`src/rtl/cla_pkg.sv`:
```
// Shared constants for the pipelined carry-lookahead adder/subtractor:
// operation encodings and the lookahead group width.
package cla_pkg;
    localparam int GROUP_W = 4;

    localparam logic [1:0] CLA_ADD = 2'b00;
    localparam logic [1:0] CLA_ADC = 2'b01;
    localparam logic [1:0] CLA_SUB = 2'b10;
    localparam logic [1:0] CLA_SBB = 2'b11;
endpackage

```
`src/rtl/cla_group4.sv`:
```
// 4-bit carry-lookahead group: sum, carry out, and group generate/propagate
// so a parent can chain groups either by ripple or by a higher lookahead level.
module cla_group4
    import cla_pkg::*;
(
    input  logic [GROUP_W-1:0] a,
    input  logic [GROUP_W-1:0] b,
    input  logic               cin,
    output logic [GROUP_W-1:0] sum,
    output logic               cout,
    output logic               gg,
    output logic               gp
);
    logic [3:0] g;
    logic [3:0] p;
    logic [3:0] c;

    assign g = a & b;
    assign p = a ^ b;

    assign c[0] = cin;
    assign c[1] = g[0] | (p[0] & cin);
    assign c[2] = g[1] | (p[1] & g[0]) | (p[1] & p[0] & cin);
    assign c[3] = g[2] | (p[2] & g[1]) | (p[2] & p[1] & g[0]) | (p[2] & p[1] & p[0] & cin);

    assign gg   = g[3] | (p[3] & g[2]) | (p[3] & p[2] & g[1]) | (p[3] & p[2] & p[1] & g[0]);
    assign gp   = &p;
    assign cout = gg | (gp & cin);
    assign sum  = p ^ c;
endmodule

```
`src/rtl/pipe_cla_addsub.sv`:
```
// WIDTH-bit add/subtract with the carry chain split over STAGES registered
// stages of 4-bit lookahead groups; valid/ready handshake with backpressure.
module pipe_cla_addsub
    import cla_pkg::*;
#(
    parameter int WIDTH  = 32,
    parameter int STAGES = 2
) (
    input  logic             clk,
    input  logic             rst,
    input  logic             in_valid,
    output logic             in_ready,
    input  logic [WIDTH-1:0] in_a,
    input  logic [WIDTH-1:0] in_b,
    input  logic [1:0]       in_op,
    input  logic             in_cin,
    output logic             out_valid,
    input  logic             out_ready,
    output logic [WIDTH-1:0] out_sum,
    output logic             out_cout,
    output logic             out_ovf,
    output logic             out_zero,
    output logic             out_neg
);
    localparam int G      = WIDTH / GROUP_W;
    localparam int S_SAFE = (STAGES < 1) ? 1 : STAGES;
    localparam int GPS    = (G / S_SAFE < 1) ? 1 : G / S_SAFE;
    localparam int SW     = GPS * GROUP_W;

    if ((WIDTH % GROUP_W) != 0 || WIDTH < 4 || WIDTH > 64 ||
        STAGES < 1 || STAGES > G || (G % S_SAFE) != 0) begin : g_param_check
        $error("pipe_cla_addsub: illegal WIDTH=%0d / STAGES=%0d", WIDTH, STAGES);
    end

    // Subtraction is a + ~b + c0; every mode shares the same adder.
    logic [WIDTH-1:0] b_eff;
    logic             c0;

    always_comb begin
        b_eff = in_b;
        c0    = 1'b0;
        case (in_op)
            CLA_ADD: begin b_eff = in_b;  c0 = 1'b0;   end
            CLA_ADC: begin b_eff = in_b;  c0 = in_cin; end
            CLA_SUB: begin b_eff = ~in_b; c0 = 1'b1;   end
            CLA_SBB: begin b_eff = ~in_b; c0 = in_cin; end
            default: begin b_eff = in_b;  c0 = 1'b0;   end
        endcase
    end

    logic [STAGES-1:0] vld;
    logic [STAGES-1:0] adv;

    // A stage may load when it is empty or its contents move on downstream.
    always_comb begin
        adv = '0;
        adv[STAGES-1] = ~vld[STAGES-1] | out_ready;
        for (int k = STAGES - 2; k >= 0; k--) begin
            adv[k] = ~vld[k] | adv[k+1];
        end
    end

    assign in_ready = adv[0];

    genvar gi, gj;
    for (gi = 0; gi < STAGES; gi++) begin : g_stg
        logic             vld_in, c_in, amsb_in, bmsb_in;
        logic [WIDTH-1:0] a_in, b_in, sum_in, sum_next;
        logic [SW-1:0]    grp_sum;
        logic [GPS-1:0]   grp_gg, grp_gp;
        logic             c_next;
        logic             unused_gx;

        logic             vld_reg, c_reg, amsb_reg, bmsb_reg;
        logic [WIDTH-1:0] a_reg, b_reg, sum_reg;

        if (gi == 0) begin : g_src
            assign vld_in  = in_valid;
            assign a_in    = in_a;
            assign b_in    = b_eff;
            assign sum_in  = '0;
            assign c_in    = c0;
            assign amsb_in = in_a[WIDTH-1];
            assign bmsb_in = b_eff[WIDTH-1];
        end else begin : g_src
            assign vld_in  = g_stg[gi-1].vld_reg;
            assign a_in    = g_stg[gi-1].a_reg;
            assign b_in    = g_stg[gi-1].b_reg;
            assign sum_in  = g_stg[gi-1].sum_reg;
            assign c_in    = g_stg[gi-1].c_reg;
            assign amsb_in = g_stg[gi-1].amsb_reg;
            assign bmsb_in = g_stg[gi-1].bmsb_reg;
        end

        for (gj = 0; gj < GPS; gj++) begin : g_grp
            localparam int LSB = gi * SW + gj * GROUP_W;
            logic cin, cout;

            if (gj == 0) begin : g_cin
                assign cin = c_in;
            end else begin : g_cin
                assign cin = g_grp[gj-1].cout;
            end

            cla_group4 u_grp (
                .a    (a_in[LSB +: GROUP_W]),
                .b    (b_in[LSB +: GROUP_W]),
                .cin  (cin),
                .sum  (grp_sum[gj*GROUP_W +: GROUP_W]),
                .cout (cout),
                .gg   (grp_gg[gj]),
                .gp   (grp_gp[gj])
            );
        end

        assign c_next    = g_grp[GPS-1].cout;
        assign unused_gx = ^{grp_gg, grp_gp};

        always_comb begin
            sum_next = sum_in;
            sum_next[gi*SW +: SW] = grp_sum;
        end

        // Data only loads with a real beat so outputs stay 0 until the first result.
        always_ff @(posedge clk or posedge rst) begin
            if (rst) begin
                vld_reg  <= 1'b0;
                sum_reg  <= '0;
                a_reg    <= '0;
                b_reg    <= '0;
                c_reg    <= 1'b0;
                amsb_reg <= 1'b0;
                bmsb_reg <= 1'b0;
            end else if (adv[gi]) begin
                vld_reg <= vld_in;
                if (vld_in) begin
                    sum_reg  <= sum_next;
                    a_reg    <= a_in;
                    b_reg    <= b_in;
                    c_reg    <= c_next;
                    amsb_reg <= amsb_in;
                    bmsb_reg <= bmsb_in;
                end
            end
        end

        assign vld[gi] = vld_reg;
    end

    logic unused_tail;
    assign unused_tail = ^{g_stg[STAGES-1].a_reg, g_stg[STAGES-1].b_reg};

    assign out_valid = vld[STAGES-1];
    assign out_sum   = g_stg[STAGES-1].sum_reg;
    assign out_cout  = g_stg[STAGES-1].c_reg;
    assign out_neg   = g_stg[STAGES-1].sum_reg[WIDTH-1];
    assign out_ovf   = (g_stg[STAGES-1].amsb_reg == g_stg[STAGES-1].bmsb_reg) &
                       (g_stg[STAGES-1].sum_reg[WIDTH-1] != g_stg[STAGES-1].amsb_reg);
    // Gated so an empty pipe never reports a zero result.
    assign out_zero  = out_valid & ~|g_stg[STAGES-1].sum_reg;
endmodule

```
`config.mk`:
```
export PLATFORM = sky130hd
export DESIGN_NAME = pipe_cla_addsub
export DESIGN_NICKNAME = d
export VERILOG_FILES = /design/src/rtl/cla_pkg.sv /design/src/rtl/cla_group4.sv /design/src/rtl/pipe_cla_addsub.sv
export SDC_FILE = /design/constraint.sdc
export NUM_CORES = 1
export LEC_CHECK = 0
export CAP_MARGIN = 20
export CORE_MARGIN = 8
export CORE_UTILIZATION = 40
export CTS_CLUSTER_DIAMETER = 200
export CTS_CLUSTER_SIZE = 8
export DETAILED_ROUTE_END_ITERATION = 10
export PLACE_DENSITY = 0.66
export SYNTH_ARGS = -nofsm -noshare
export SYNTH_HDL_FRONTEND = slang
export SYNTH_SLANG_ARGS = --single-unit
```
`constraint.sdc`:
```
create_clock -name clk -period 3.3 [get_ports clk]
set_input_delay 0.66 -clock clk [delete_from_list [all_inputs] [get_ports clk]]
set_output_delay 0.66 -clock clk [all_outputs]
set_load 0.01 [all_outputs]
```
==> impl_metrics.toml <==
[cells_and_area]
synthToLayoutAreaGrowth_pct = 34.3
largest_reg_flops = 32
diodes = 0
nets = 779
fin_util_pct = 55.2
drive_gt1_share_pct = 8.02

[logic_synthesis]
async_reset_ff_share_pct = 100
ys_types = 53
ys_ff_latch = 86
synth_area_leaders = "dfrtp_1 (44%), nand2_1 (13%), ha_1 (8.1%)"
ys_seq_area_share_pct = 43.6
syn-num-nets = 658
yosysMostFrequentCell = "nand2_1"
yosys.area.top_type_share_pct = 43.6
syn_inst = 547
syn_area_per_cell_um2 = 9.03
synth_flop_cell = "dfrtp_1"
synth_common_cells = "nand2_1 (168), dfrtp_1 (86), o21ai_0 (47)"
ys_warn_count = 0
netlist_area_um2 = 4940
synth_edf_count = 0
yosys.area.top_type = "dfrtp_1"

[timing]
finalCritPeriodShare_pct = 95.1
final.setup_skew_ns = 0.00504
rsz0062_at_grt = "false"
fin_ws_ns = 0.161
slew_viol_final = 0
clock.fmax_mhz = 319
finalHoldViolations = 0
final-setup-viol-count = 0
slew_headroom_pct = 58.0
timing.final.crit_period_ns = 3.14
tightest_slew_ns = 0.629
hold_slack_ns = 0.468

[clock_network]
clkSlewWorstSetupHoldPaths_ns = 0.06
cts_root_buf = "clkbuf_16"
cts_tree = "done"
worstSkewPairLatency_ns = 0.33
postCtsSetupBuffers = 0
htree_levels = 3
ctsHoldBuffers = 0
cts_resized = 0
cts_sinks = 86
cts_buffers = 9
cts_buffer_depth = 2

[worst_setup_path]
crit_path_start_kind = "input pin"
path_buf_inv = 1
critical_path_class = "input pin to flip-flop"
crit_path_top_delay_cell = "clkdlybuf4s50_1"
crit_fanout = 2
path_delay_family = "compound AO/OA/AOI/OAI gates"
arrival_ns = 3.39
crit_path_max_incr_delay_ns = 0.45
worst-endpoint-required_ns = 3.55
cp-end-kind = "flip-flop"
path_cells = "clkdlybuf4s50_1 > xor2_2 > ha_1 > and3_1 > a221o_2 > nand4_2 > and2_1 > nor2_1 > a311oi_2 > fa_1 > o21ai_1"

[placed_design]
dp_slack_ns = -0.208
portBuffers = 108
dp_hpwl_mm = 10.1
gp_congestion = 0.891

[routing]
avgRoutedWirePerCell_um = 15.4
route.met3.wl_um = 589
dr.first_iter.drc_count = 279
drc = 0
dr_wl_met2_mm = 6.10
route.top_layer_used = "met4"
wirelength_mm = 12.7
drt-pass1-iter-count = 4
wl_met1_mm = 5.73
viasPerCell = 5.07
dr_total_vias = 4157
final_antenna_net_count = 0

[die]
die_h_um = 127
start_util_pct = 41.1
die_w_um = 127
die_area_um2 = 16200
io_pins = 109
num_rows = 40
coreArea_um2 = 12000

[global_route]
gr-total-overflow = 0
grt_pass1_wl_mm = 21.1
grt_usage_pct = 16.1
antenna_found_initial = 0
grt_max_degree = 53
grt_pass1_vias = 4269

[power_and_ir_drop]
p_leak_nw = 3.08
vdd_drop_max_v = 0.000328
power_per_cell_area_nw_per_um2 = 615

[min_path]
min_path_type = "flip-flop to flip-flop"

[status]
status = "complete, no violations"

[job]
cap_violations = 0
==> area by class of cell <==
cell class              count  area (um^2)
inverters                  18         68.8
flip-flops and latches     86         2150
fillers                  1074         5380
clock inverters             6         61.3
multi-input cells         420         2640
clock buffers              10          239
well taps                 147          184
repair buffers            133         1290
==> cells in the final DEF (no fill, tap or decap), types with 6 or more instances in the layout <==
cell,netlist,final
inv_1,18,17
a211oi_1,6,6
buf_4,1,23
clkdlybuf4s50_1,0,107
nor3_1,9,9
xnor2_1,23,23
o21ai_0,47,46
a21oi_1,13,13
clkbuf_16,0,9
nor4_1,6,6
nand2_1,168,167
xor2_1,25,24
nor2_1,16,16
dfrtp_1,86,86
fa_1,8,8
ha_1,32,32
==> metrics by stage <==
stage	power [mW]	TNS, ns	instances	area, um^2
2_1_floorplan	2.34	0	547	4960
3_3_place_gp	3.04	-0.234	804	6330
3_5_place_dp	3.09	-0.482	804	6330
4_1_cts	4.10	0	820	6630
5_1_grt	4.35	0	820	6630
6_report	4.08	0	820	6630
==> power breakdown <==
group	leakage (nW)	total [mW]	switching, mW	internal [mW]
registers	1.05	1.56	0.223	1.33
logic	1.88	1.50	0.729	0.775
clock network	0.148	1.02	0.414	0.604
==> kinds of logic (layout without fill, tap and decap cells) <==
family | Yosys count | after routing | share of synthesized area, %
adders and majority gates | 40 | 40 | 11.4
muxes | 5 | 5 | 1.14
xor gates and xnor gates | 48 | 48 | 8.51
buffers and inverters | 41 | 167 | 3.34
AOI/OAI and AO/OA | 93 | 93 | 11.6
DFF | 86 | 86 | 43.6
and+or+nand+nor | 234 | 234 | 20.5
==> worst reg2reg max path: stages (launching register included) <==
cell,delay [ns]
dfrtp_1,0.38
ha_1,0.30
a211oi_1,0.31
o21bai_1,0.21
a31o_2,0.32
a21o_1,0.21
fa_1,0.38
xnor2_1,0.16
o21ai_0,0.09
==> worst paths after layout <==
kind | cells after the start | end | slack (ns) | startpoint
worst max-delay path | 11 | g_stg[0].sum_reg[12]$_DFFE_PP0P_ | 0.16 | in_b[0]
worst min-delay path | 2 | out_sum[10]$_DFFE_PP0P_ | 0.47 | g_stg[0].sum_reg[10]$_DFFE_PP0P_
worst max register to register | 8 | out_sum[29]$_DFFE_PP0P_ | 0.81 | g_stg[0].a_reg[16]$_DFFE_PP0P_
worst min register to register | 2 | out_sum[10]$_DFFE_PP0P_ | 0.47 | g_stg[0].sum_reg[10]$_DFFE_PP0P_
max in group asynchronous | 3 | out_sum[16]$_DFFE_PP0P_ | 1.91 | rst
min in group asynchronous | 2 | g_stg[0].sum_reg[1]$_DFFE_PP0P_ | 0.71 | rst
==> routing by layer <==
layer,global-route usage [%],vias up
met2,27.1,97
met4,5.88,0
met5,0,-
li1,-,2076
met1,20.4,1967
met3,2.50,17
Note: power is estimated with default switching activity, not from simulation.
